--- src/rtl/record_byte_streamer.sv ---
`default_nettype none
// ============================================================================
// Module     : record_byte_streamer
// Description: Buffers 44-bit click records in a FIFO, flags drops on overflow,
//              and streams each record as 6 bytes (LSB first) on valid/ready.
// Revision   : 1.0 - initial release
// ============================================================================
module record_byte_streamer #(
   parameter int DEPTH = 16,
   parameter int AW    = 4
) (
   input  logic          clk,
   input  logic          reset_n,
   input  logic          data_rdy,
   input  logic [43:0]   data,
   output logic [7:0]    out_data,
   output logic          out_valid,
   input  logic          out_ready,
   output logic [AW:0]   fifo_level,
   output logic [15:0]   lost_count,
   input  logic          clear_lost
);

   localparam int          c_RW    = 45;
   localparam logic [AW:0] c_FULL  = (AW+1)'(DEPTH);
   localparam logic [2:0]  c_LAST  = 3'd5;

   typedef enum logic [0:0] {
      ST_IDLE = 1'b0,
      ST_SEND = 1'b1
   } state_t;

   logic [c_RW-1:0] r_mem [DEPTH];
   logic [AW-1:0]   r_wr_ptr;
   logic [AW-1:0]   r_rd_ptr;
   logic [AW:0]     r_level;
   logic            r_lost_pending;
   logic [15:0]     r_lost_count;
   state_t          r_state;
   logic [2:0]      r_idx;
   logic [47:0]     r_shift;
   logic            r_out_valid;

   logic w_full;
   logic w_empty;
   logic w_push;
   logic w_drop;
   logic w_hs;
   logic w_last;
   logic w_pop;

   // Full is judged on the pre-edge level, so a same-cycle pop never rescues a push.
   assign w_full  = (r_level == c_FULL);
   assign w_empty = (r_level == '0);
   assign w_push  = data_rdy & ~w_full;
   assign w_drop  = data_rdy & w_full;
   assign w_hs    = r_out_valid & out_ready;
   assign w_last  = (r_idx == c_LAST);
   assign w_pop   = ~w_empty & ((r_state == ST_IDLE) | ((r_state == ST_SEND) & w_hs & w_last));

   always_ff @(posedge clk) begin
      if (w_push) begin
         r_mem[r_wr_ptr] <= {r_lost_pending, data};
      end
   end

   always_ff @(posedge clk or negedge reset_n) begin
      if (!reset_n) begin
         r_wr_ptr       <= '0;
         r_rd_ptr       <= '0;
         r_level        <= '0;
         r_lost_pending <= 1'b0;
         r_lost_count   <= '0;
      end else begin
         if (w_push) begin
            r_wr_ptr       <= r_wr_ptr + 1'b1;
            r_lost_pending <= 1'b0;
         end else if (w_drop) begin
            r_lost_pending <= 1'b1;
         end
         if (w_pop) begin
            r_rd_ptr <= r_rd_ptr + 1'b1;
         end
         case ({w_push, w_pop})
            2'b10:   r_level <= r_level + 1'b1;
            2'b01:   r_level <= r_level - 1'b1;
            default: r_level <= r_level;
         endcase
         if (clear_lost) begin
            r_lost_count <= {15'd0, w_drop};
         end else if (w_drop && (r_lost_count != 16'hFFFF)) begin
            r_lost_count <= r_lost_count + 16'd1;
         end
      end
   end

   always_ff @(posedge clk or negedge reset_n) begin
      if (!reset_n) begin
         r_state     <= ST_IDLE;
         r_idx       <= '0;
         r_shift     <= '0;
         r_out_valid <= 1'b0;
      end else begin
         case (r_state)
            ST_IDLE: begin
               if (!w_empty) begin
                  r_shift     <= {3'b000, r_mem[r_rd_ptr]};
                  r_idx       <= '0;
                  r_out_valid <= 1'b1;
                  r_state     <= ST_SEND;
               end
            end
            ST_SEND: begin
               if (w_hs) begin
                  if (!w_last) begin
                     r_idx   <= r_idx + 3'd1;
                     r_shift <= {8'h00, r_shift[47:8]};
                  end else if (!w_empty) begin
                     // Chain straight into the next record without a bubble.
                     r_shift <= {3'b000, r_mem[r_rd_ptr]};
                     r_idx   <= '0;
                  end else begin
                     r_shift     <= '0;
                     r_idx       <= '0;
                     r_out_valid <= 1'b0;
                     r_state     <= ST_IDLE;
                  end
               end
            end
            default: begin
               r_state     <= ST_IDLE;
               r_out_valid <= 1'b0;
            end
         endcase
      end
   end

   assign out_data   = r_shift[7:0];
   assign out_valid  = r_out_valid;
   assign fifo_level = r_level;
   assign lost_count = r_lost_count;

endmodule
`default_nettype wire

--- config.mk ---
export PLATFORM = sky130hd
export DESIGN_NAME = record_byte_streamer
export DESIGN_NICKNAME = d
export VERILOG_FILES = /design/src/rtl/record_byte_streamer.sv
export SDC_FILE = /design/constraint.sdc
export NUM_CORES = 1
export LEC_CHECK = 0
export BUFFER_PORTS_ARGS = -buffer_cell sky130_fd_sc_hd__buf_2
export CAP_MARGIN = 20
export CORE_MARGIN = 1.5
export CORE_UTILIZATION = 45
export DETAILED_ROUTE_END_ITERATION = 12
export PLACE_DENSITY = 0.7
export RECOVER_POWER = 25
export SYNTH_ARGS = -nofsm -noshare
export SYNTH_HDL_FRONTEND = slang
export SYNTH_SLANG_ARGS = --single-unit
--- constraint.sdc ---
create_clock -name clk -period 4.7 [get_ports clk]
set_input_delay 1.175 -clock clk [delete_from_list [all_inputs] [get_ports clk]]
set_output_delay 1.175 -clock clk [all_outputs]
set_load 0.005 [all_outputs]
Word level (Yosys, flattened, before mapping)
Memory sizes are Yosys's and may differ from the RTL's.
Index checks and enable logic that the tools add are counted.
{"block": "op_classes", "eq_ne": 9, "n_reduce_logical": 7, "n_bitwise": 10, "n_addsub": 6, "muxes": 25}
{"op": "48-bit 2-to-1 mux", "count": 2}
{"op": "48-bit case mux with 2 select lines", "count": 1}
{"op": "45-bit 2-to-1 mux", "count": 2}
{"op": "16-bit 2-to-1 mux", "count": 2}
{"op": "16-bit by 1-bit adder with 16-bit output (second input constant)", "count": 1}
{"op": "16-bit != test (second input constant)", "count": 1}
{"op": "1-bit 2-to-1 mux", "count": 11}
{"op": "5-bit case mux with 2 select lines", "count": 1}
{"op": "3-bit 2-to-1 mux", "count": 3}
{"op": "4-bit by 1-bit adder with 4-bit output (second input constant)", "count": 2}
{"op": "1-bit AND", "count": 6}
{"op": "2-bit by 1-bit != test with 1-bit output (second input constant)", "count": 3}
{"op": "3-bit case mux with 2 select lines", "count": 1}
{"op": "2-bit nonzero test", "count": 3}
{"op": "5-bit by 1-bit adder with 5-bit output (second input constant)", "count": 1}
{"op": "5-bit == test (second input constant)", "count": 1}
{"op": "5-bit zero test", "count": 1}
{"op": "5-bit by 1-bit subtractor with 5-bit output (second input constant)", "count": 1}
{"op": "1-bit case mux with 2 select lines", "count": 2}
{"op": "4-bit AND reduction", "count": 1}
{"op": "3-bit by 1-bit adder with 3-bit output (second input constant)", "count": 1}
{"op": "3-bit == test (second input constant)", "count": 1}
{"op": "1-bit NOT", "count": 3}
{"op": "2-bit by 1-bit == test with 1-bit output (second input constant)", "count": 1}
{"op": "5 further kinds", "count": 5}
{"block": "totals", "elab_cells": 67, "memories": 1, "inputBits": 49, "mem_bits_rw": 720, "reg_bits": 83, "out_inout_bits": 30}
{"name": "r_mem", "depth": 16, "width": 45, "read_ports": 1, "rd_ports_with_merged_regs": 0, "wr": 1, "line": "33", "text": "logic [c_RW-1:0] r_mem [DEPTH];"}

Depth between registers and ports, before layout
Gate-level depths: netlist (run 1).
{"block": "depth", "ltp_word": 7, "ltp_mapped": 13, "mapped_depth_nobuf": 11}

Worst setup path before layout (run 1)
Ideal clock, no wire load.
{"block": "synth_timing", "path_type": "in2reg", "from": "input data_rdy", "to": "memory r_mem[3][0] (enable)", "setup_ps": 503, "path_buffers": 0, "stages": 3, "setup_slack_ps": -770, "required_ps": 4197, "t_arrival_ps": 4967, "cell_sequence": "a21boi_1 > nand2_1 > nor3_1"}
{"block": "synth_via", "elab_chain_len": 3}
{"element": "from (decl)", "line": "14", "text": "input logic data_rdy,"}
{"element": "1-bit AND", "line": "55", "text": "assign w_push = data_rdy & ~w_full;"}
{"element": "1-bit 2-to-1 mux", "line": "62", "text": "if (w_push) begin"}
{"element": "1-bit 2-to-1 mux (not written as such)", "line": "63", "text": "r_mem[r_wr_ptr] <= {r_lost_pending, data};"}
{"element": "to (decl)", "line": "33"}
No other way between the ends.

Worst setup path after layout (run 1)
{"block": "layout_timing", "from": "register r_level[1], in the netlist fifo_level[1]", "to": "register r_level[4], in the netlist fifo_level[4]"}
{"block": "layout_via", "elab_chain_len": 5, "elab_cells_between_ends": 12, "classes_between": "2 x add/sub; 3 x eq/ne; 1 x mux; 4 x bitwise; 2 x reduce/logical"}
{"element": "from (decl)", "line": "36", "text": "logic [AW:0] r_level;"}
{"element": "from (signal assigned)", "line": "85", "text": "2'b10: r_level <= r_level + 1'b1;"}
{"element": "from (signal assigned)", "line": "86", "text": "2'b01: r_level <= r_level - 1'b1;"}
{"element": "from (signal assigned)", "line": "87", "text": "default: r_level <= r_level;"}
{"element": "5-bit zero test *", "line": "54", "text": "assign w_empty = (r_level == '0);"}
{"element": "1-bit NOT *", "line": "59", "text": "assign w_pop = ~w_empty & ((r_state == ST_IDLE) | ((r_state == ST_SEND) & w_hs & w_last));"}
{"element": "1-bit AND *", "line": "59"}
{"element": "net w_pop", "line": "50", "text": "logic w_pop;"}
{"element": "2-bit by 1-bit == test with 1-bit output or 2-bit == test (tied branches)", "line": "84", "text": "case ({w_push, w_pop})"}
{"element": "5-bit case mux with 2 select lines or 2-bit nonzero test (tied branches)"}
Mark *: on every way through the listed nets, which the timed path passes. The rest lies on a longest branch.
A chain may end at the register's enable or synchronous reset.

==> results of run 1 <==
## stage by stage
| stage | setup slack (ns) | util, % | total power, mW |
|---|---|---|---|
| floorplan | 0.434 | - | 9.39 |
| global placement | 0.866 | 48.2 | 9.98 |
| detailed placement | 0.836 | 48.2 | 10.1 |
| CTS | 1.21 | 52.1 | 16.5 |
| global route | 0.968 | 52.0 | 16.9 |
| finish | 1.20 | 52.0 | 16.4 |
## cell usage after synthesis (8+ instances only)
master	count	area, um^2
xnor2_1	14	123
ha_1	10	125
nor3_1	13	65.1
buf_2	16	80.1
clkbuf_1	41	154
mux4_2	180	4050
nand3_1	8	40.0
nor2_1	80	300
o21ai_0	83	415
a221o_1	8	80.1
mux2_2	10	113
edfxtp_1	720	21600
xor2_1	12	105
buf_1	21	78.8
dfrtp_1	80	2000
mux2i_1	119	1190
buf_4	10	75.1
nand2_1	57	214
nand4_1	10	62.6
## critical path, stage by stage, from the launching register on
cell      delay (ns)
dfrtp_1         0.48
or4_4           0.60
nor2_1          0.38
nor2_1          0.24
ha_1            0.36
xor2_1          0.19
ha_1            0.23
a21boi_0        0.13
o221a_2         0.30
o21a_1          0.17
nor3_1          0.19
xor2_1          0.18
## routing by layer
metal,part of all wire [%],wire [um],global-route usage [%]
met1,42,27700,25.7
met2,50,32900,31.8
met3,6.2,4080,3.73
met4,2.2,1420,5.73
met5,0.030,20,0
## worst paths after layout
| kind | from | end | slack [ns] |
|---|---|---|---|
| setup / recovery | fifo_level[1] | fifo_level[4] | 1.20 |
| hold / removal | r_shift[20] | r_shift[20] | 0.48 |
| setup reg to reg | fifo_level[1] | fifo_level[4] | 1.20 |
| hold reg to reg | r_shift[20] | r_shift[20] | 0.48 |
| max in group asynchronous | reset_n | r_shift[7] | 3.26 |
| min in group asynchronous | reset_n | lost_count[14] | 0.62 |
## power by group through the flow
stage	combinational (mW)	clock (mW)	sequential, mW
finish	1.24	6.47	8.66
CTS	1.27	6.58	8.66
global placement	1.23	0	8.75
floorplan	0.666	0	8.72
global route	1.34	6.86	8.70
detailed placement	1.27	0	8.80
## sequential cells by signal, summed over array words and instances (netlist names)
name	flops
r_mem	720
r_shift	45
lost_count	16
fifo_level	5
r_rd_ptr	4
r_wr_ptr	4
r_idx	3
out_valid	1
r_lost_pending	1
r_state	1
## layout by cell type (no fill, tap or decap), types with 26 or more instances in the layout
master,synthesis,final
buf_4,10,26
dfrtp_1,80,76
nor2_1,80,68
buf_2,16,46
mux2i_1,119,119
mux4_2,180,180
edfxtp_1,720,720
clkbuf_1,41,46
clkbuf_16,0,84
nand2_1,57,57
o21ai_0,83,82
## cell type report
class	count	area, um^2
multi-input cells	647	7370
clock inverters	44	448
clock buffers	106	2250
inverters	5	18.8
fillers	5351	33000
well taps	931	1160
repair buffers	119	862
flip-flops and latches	800	23600
## kinds of logic (layout without fill, tap and decap cells)
logic type,count (synthesis),in the layout,share of synthesized area (%)
compound gates,112,112,2.08
xor+xnor,26,26,0.728
fa+ha+maj,10,10,0.400
buf+inv,95,274,1.37
flops,800,800,75.5
mux,309,309,17.1
simple gates,190,190,2.74
==> results.md, run 1 <==
- Outcome: complete, no violations
- Placed Cells: 2502
- CTS Buf Count: 81
- Yosys warning count: 0
- Cell area after synthesis: 31300 um^2
- Leak pwr: 11.7 nW
- Internal power: 12.6 mW
- EDFF count, synth: 720
- DR WL/cell: 24.9 um
- PostCTS Resize Cnt: 0
- RD Place Congestion: 0.782
- Sw Share: 22.9%
- First-pass GRT wire length: 100 mm
- Post-Route WL: 66.1 mm
- Mapped Nets: 1601
- Post-route ant nets: 0
- Crit path DAT: 4.06 ns
- Share of power burned in registers: 52.9%
- Vias in the first global route: 15900
- Total track usage: 19.1%
- Num rows: 96
- Crit. End Element: flip-flop
- Fin nets: 1713
- Max Cap Violations: 0
- Final Critical Period: 3.50 ns
- Final HPWL DP: 36.6 mm
- Starting Density: 45.5%
- Placed Area: 33100 um^2
- Overall die area: 71100 um^2
- Worst Setup Start Kind: flip-flop
- Final period util: 74.5%
- Setup_tns: 0 ns
- Clock network fraction of total power: 39.5%
- Vias/cell: 5.68
- Post-CTS Hold Buffers: 0
- Cell count after synthesis: 1542
- Sink Count: 800
- Setup violators final: 0
- Share of cells above drive strength 1: 25.0%
- Clock-pin slew on the worst setup and hold paths: 0.06 ns
- Post-synthesis sequential area ratio: 75.5%
- Yosys cell types: 48
- Hold depth: 2
- Max frequency: 285 MHz
- Psw: 3.75 mW
- CTS H-tree depth: 3
- Actual slew at the worst max-slew pin: 1.08 ns
- Port bufs: 78
- Clk Latency, worst-skew pair: 0.64 ns
- Peak VDD IR: 0.230 mV
- Worst Reg2Reg Path Length in Cells: 11
- Largest net degree at the start of global routing: 63
- Via count: 15100
- Diode count: 0
- Power Density: 458 nW/um^2
- Syn Area/Cell: 20.3 um^2
- Post-CTS Setup Inserts: 0
- Area delta synth->final: 14.3%
- Max-slew headroom: 27.8%
- Final Hold Fails: 0
- Overflow after GRT: 0
- Design area: 35800 um^2
- CTS root buf: clkbuf_16
- Initial DRC count: 1293
- Die X: 267 um
- RSZ-0062 raised after global routing: no
- WHS: 0.482 ns
- Worst Hold Class: reg2reg
- Core ar.: 68700 um^2
- Worst EP required: 5.26 ns
- Initial antenna violation count: 2
- CP max FO: 10
- Clock Path Buffers: 3
- Max Slew Vio Count: 0
- Non-Filler Instances: 2652
- Num ports: 79
- Ys async rst share: 10.0%
- Drt first pass iters: 5
- Dominant synthesized flop cell: edfxtp_1
- Worst Skew: 0.0339 ns
- Die height: 267 um
- CTS tree: built
- Combinational group share of total power: 7.6%
- Critical path type: reg2reg
- DRC viols: 0
- Synth Register Bits: 800
No activity file was read; power rests on OpenSTA's default activity.
==> run 2: changes to the inputs <==
Settings changed: PLACE_DENSITY 0.7 to 0.68.
Clock period 4.7 ns to 3.25 ns, I/O delays scaled along.
==> run 2 against run 1 <==
  * Clock power increased by 40%
  * Maximum frequency grew 17%
  * Die area stayed put
  * Final cell count is 1.0% higher
  * Sequential power up 44%
  * Highest routed layer unchanged
  * Register-to-register slack got worse by 0.95 ns
  * Non-clock buffer count up 26
  * Routed wire length rose by 1.6%
  * Critical endpoint unchanged
  * First-iteration DRC count rose by 14%
  * Critical path depth is the same
==> results.md, run 2 (synthesis gave the netlist of run 1 again) <==
- Num ports: 79 (unchanged)
- Port bufs: 78 (unchanged)
- Post-Route WL: 67.2 mm (was 66.1 mm)
- Share of power burned in registers: 53.4% (was 52.9%)
- Worst Skew: 0.0216 ns (was 0.0339 ns)
- Worst Hold Class: in2async (was reg2reg)
- CTS tree: built (unchanged)
- Initial antenna violation count: 4 (was 2)
- Share of cells above drive strength 1: 25.4% (was 25.0%)
- Critical path type: reg2reg (unchanged)
- First-pass GRT wire length: 102 mm (was 100 mm)
- Combinational group share of total power: 7.9% (was 7.6%)
- Via count: 15300 (was 15100)
- CTS Buf Count: 81 (unchanged)
- Clk Latency, worst-skew pair: 0.62 ns (was 0.64 ns)
- Psw: 5.36 mW (was 3.75 mW)
- Post-CTS Setup Inserts: 0 (unchanged)
- Final Critical Period: 3.00 ns (was 3.50 ns)
- Num rows: 96 (unchanged)
- Crit path DAT: 3.55 ns (was 4.06 ns)
- Sw Share: 22.9% (about the same)
- RSZ-0062 raised after global routing: no (unchanged)
- Most frequent cells in the layout: 720 x edfxtp_1, 180 x mux4_2, 119 x mux2i_1, 83 x clkbuf_16, 82 x o21ai_0 (was 720 x edfxtp_1, 180 x mux4_2, 119 x mux2i_1, 84 x clkbuf_16, 82 x o21ai_0)
- Die height: 267 um (unchanged)
- Peak VDD IR: 0.366 mV (was 0.230 mV)
- Max FFs per register: 720 (unchanged)
- Post-CTS Hold Buffers: 0 (unchanged)
- Die X: 267 um (unchanged)
- Vias in the first global route: 16000 (was 15900)
- Drt first pass iters: 4 (was 5)
- CTS H-tree depth: 3 (unchanged)
- Power Density: 652 nW/um^2 (was 458 nW/um^2)
- Max-slew headroom: 39.0% (was 27.8%)
- Internal power: 18.0 mW (was 12.6 mW)
- Final period util: 92.4% (was 74.5%)
- Fin nets: 1739 (was 1713)
- CTS root buf: clkbuf_16 (unchanged)
- DRC viols: 0 (unchanged)
- Vias/cell: 5.70 (was 5.68)
- Largest net degree at the start of global routing: 61 (was 63)
- Clock network fraction of total power: 38.7% (was 39.5%)
- PostCTS Resize Cnt: 0 (unchanged)
- Worst EP required: 3.80 ns (was 5.26 ns)
- Max Cap Violations: 0 (unchanged)
- Worst Setup Start Kind: flip-flop (unchanged)
- Overflow after GRT: 0 (unchanged)
- Sink Count: 800 (unchanged)
- Clock-pin slew on the worst setup and hold paths: 0.06 ns (about the same)
- Post-route ant nets: 0 (unchanged)
- Core ar.: 68700 um^2 (unchanged)
- WHS: 0.216 ns (was 0.482 ns)
- CP max FO: 10 (unchanged)
- Clock Path Buffers: 3 (unchanged)
- Placed Area: 33300 um^2 (was 33100 um^2)
- Max Slew Vio Count: 0 (unchanged)
- Outcome: complete, no violations (unchanged)
- RD Place Congestion: 0.781 (was 0.782)
- Final Hold Fails: 0 (unchanged)
- Leak pwr: 11.8 nW (was 11.7 nW)
- Most common cell after layout, fill and taps aside: edfxtp_1 (unchanged)
- Pwr Total: 23.4 mW (was 16.4 mW)
- Actual slew at the worst max-slew pin: 0.907 ns (was 1.08 ns)
- Top reg by flops: r_mem (unchanged)
- Total track usage: 19.4% (was 19.1%)
- Design area: 35900 um^2 (was 35800 um^2)
- Overall die area: 71100 um^2 (unchanged)
- Starting Density: 45.5% (unchanged)
- Final HPWL DP: 37.9 mm (was 36.6 mm)
- Max frequency: 333 MHz (was 285 MHz)
- Area delta synth->final: 14.7% (was 14.3%)
- DR WL/cell: 25.1 um (was 24.9 um)
- Crit. End Element: flip-flop (unchanged)
- Initial DRC count: 1473 (was 1293)
- Setup violators final: 0 (unchanged)
run 2: changes by cell type in the layout (fill, tap and decap cells not counted), sizes merged:
cell      previous run  this run
clkinvlp             3         1
inv                 10         7
clkinv              29        31
buf                 88       114
clkbuf             137       140
diode                0         2
bufinv               7         6
run 2: layout make-up:
type | count | area (um^2)
antenna | 2 | 5.00
clock buffer | 109 | 2190
clock inverter | 40 | 397
fill | 5397 | 32800
inverter | 5 | 18.8
multi-input combinational | 647 | 7370
sequential | 800 | 23600
tap | 931 | 1160
timing repair buffer | 145 | 1090
run 2: metrics by stage:
| step | setup slack, ns | cells | utilization [%] | TNS (ns) |
|---|---|---|---|---|
| 3_5_place_dp | 0.302 | 2528 | 48.5 | 0 |
| 6_report | 0.246 | 2679 | 52.2 | 0 |
| 4_1_cts | 0.263 | 2677 | 52.3 | 0 |
| 5_1_grt | 0.101 | 2677 | 52.2 | 0 |
| 3_3_place_gp | 0.344 | 2528 | 48.5 | 0 |
| 2_1_floorplan | -0.654 | 1542 | - | -336.78 |
run 2: metal layers:
| metal | up-vias | GRT usage [%] | part of all wire (%) |
|---|---|---|---|
| met5 | - | 0 | 0.057 |
| met4 | 6 | 5.87 | 2.6 |
| met3 | 128 | 3.81 | 6.3 |
| met2 | 502 | 31.8 | 49 |
| met1 | 8109 | 26.6 | 42 |
| li1 | 6534 | - | - |
run 2: worst max-delay path, cell delays in order (launching register included):
cell	delay (ns)
dfrtp_1	0.49
or4_4	0.59
nor2_1	0.15
nor2_1	0.09
ha_1	0.21
xor2_1	0.14
ha_1	0.23
o21a_1	0.21
o221a_2	0.26
o21a_1	0.16
nor3_1	0.22
xor2_1	0.17
run 2: worst paths after layout:
check	from	endpoint	slack [ns]	cells after the start
worst max-delay path	fifo_level[1]	fifo_level[4]	0.25	11
worst min-delay path	reset_n	lost_count[15]	0.22	1
worst max register to register	fifo_level[1]	fifo_level[4]	0.25	11
worst min register to register	r_shift[10]	r_shift[10]	0.47	2
max in group asynchronous	reset_n	r_shift[26]	2.35	2
min in group clk	r_shift[10]	r_shift[10]	0.47	2
run 2: power by group through the flow:
stage / combinational [mW] / clock (mW) / sequential, mW
CTS: 1.89 / 9.22 / 12.5
floorplan: 0.970 / 0 / 12.6
global route: 1.99 / 9.61 / 12.6
detailed placement: 1.88 / 0 / 12.7
finish: 1.84 / 9.06 / 12.5
global placement: 1.84 / 0 / 12.6
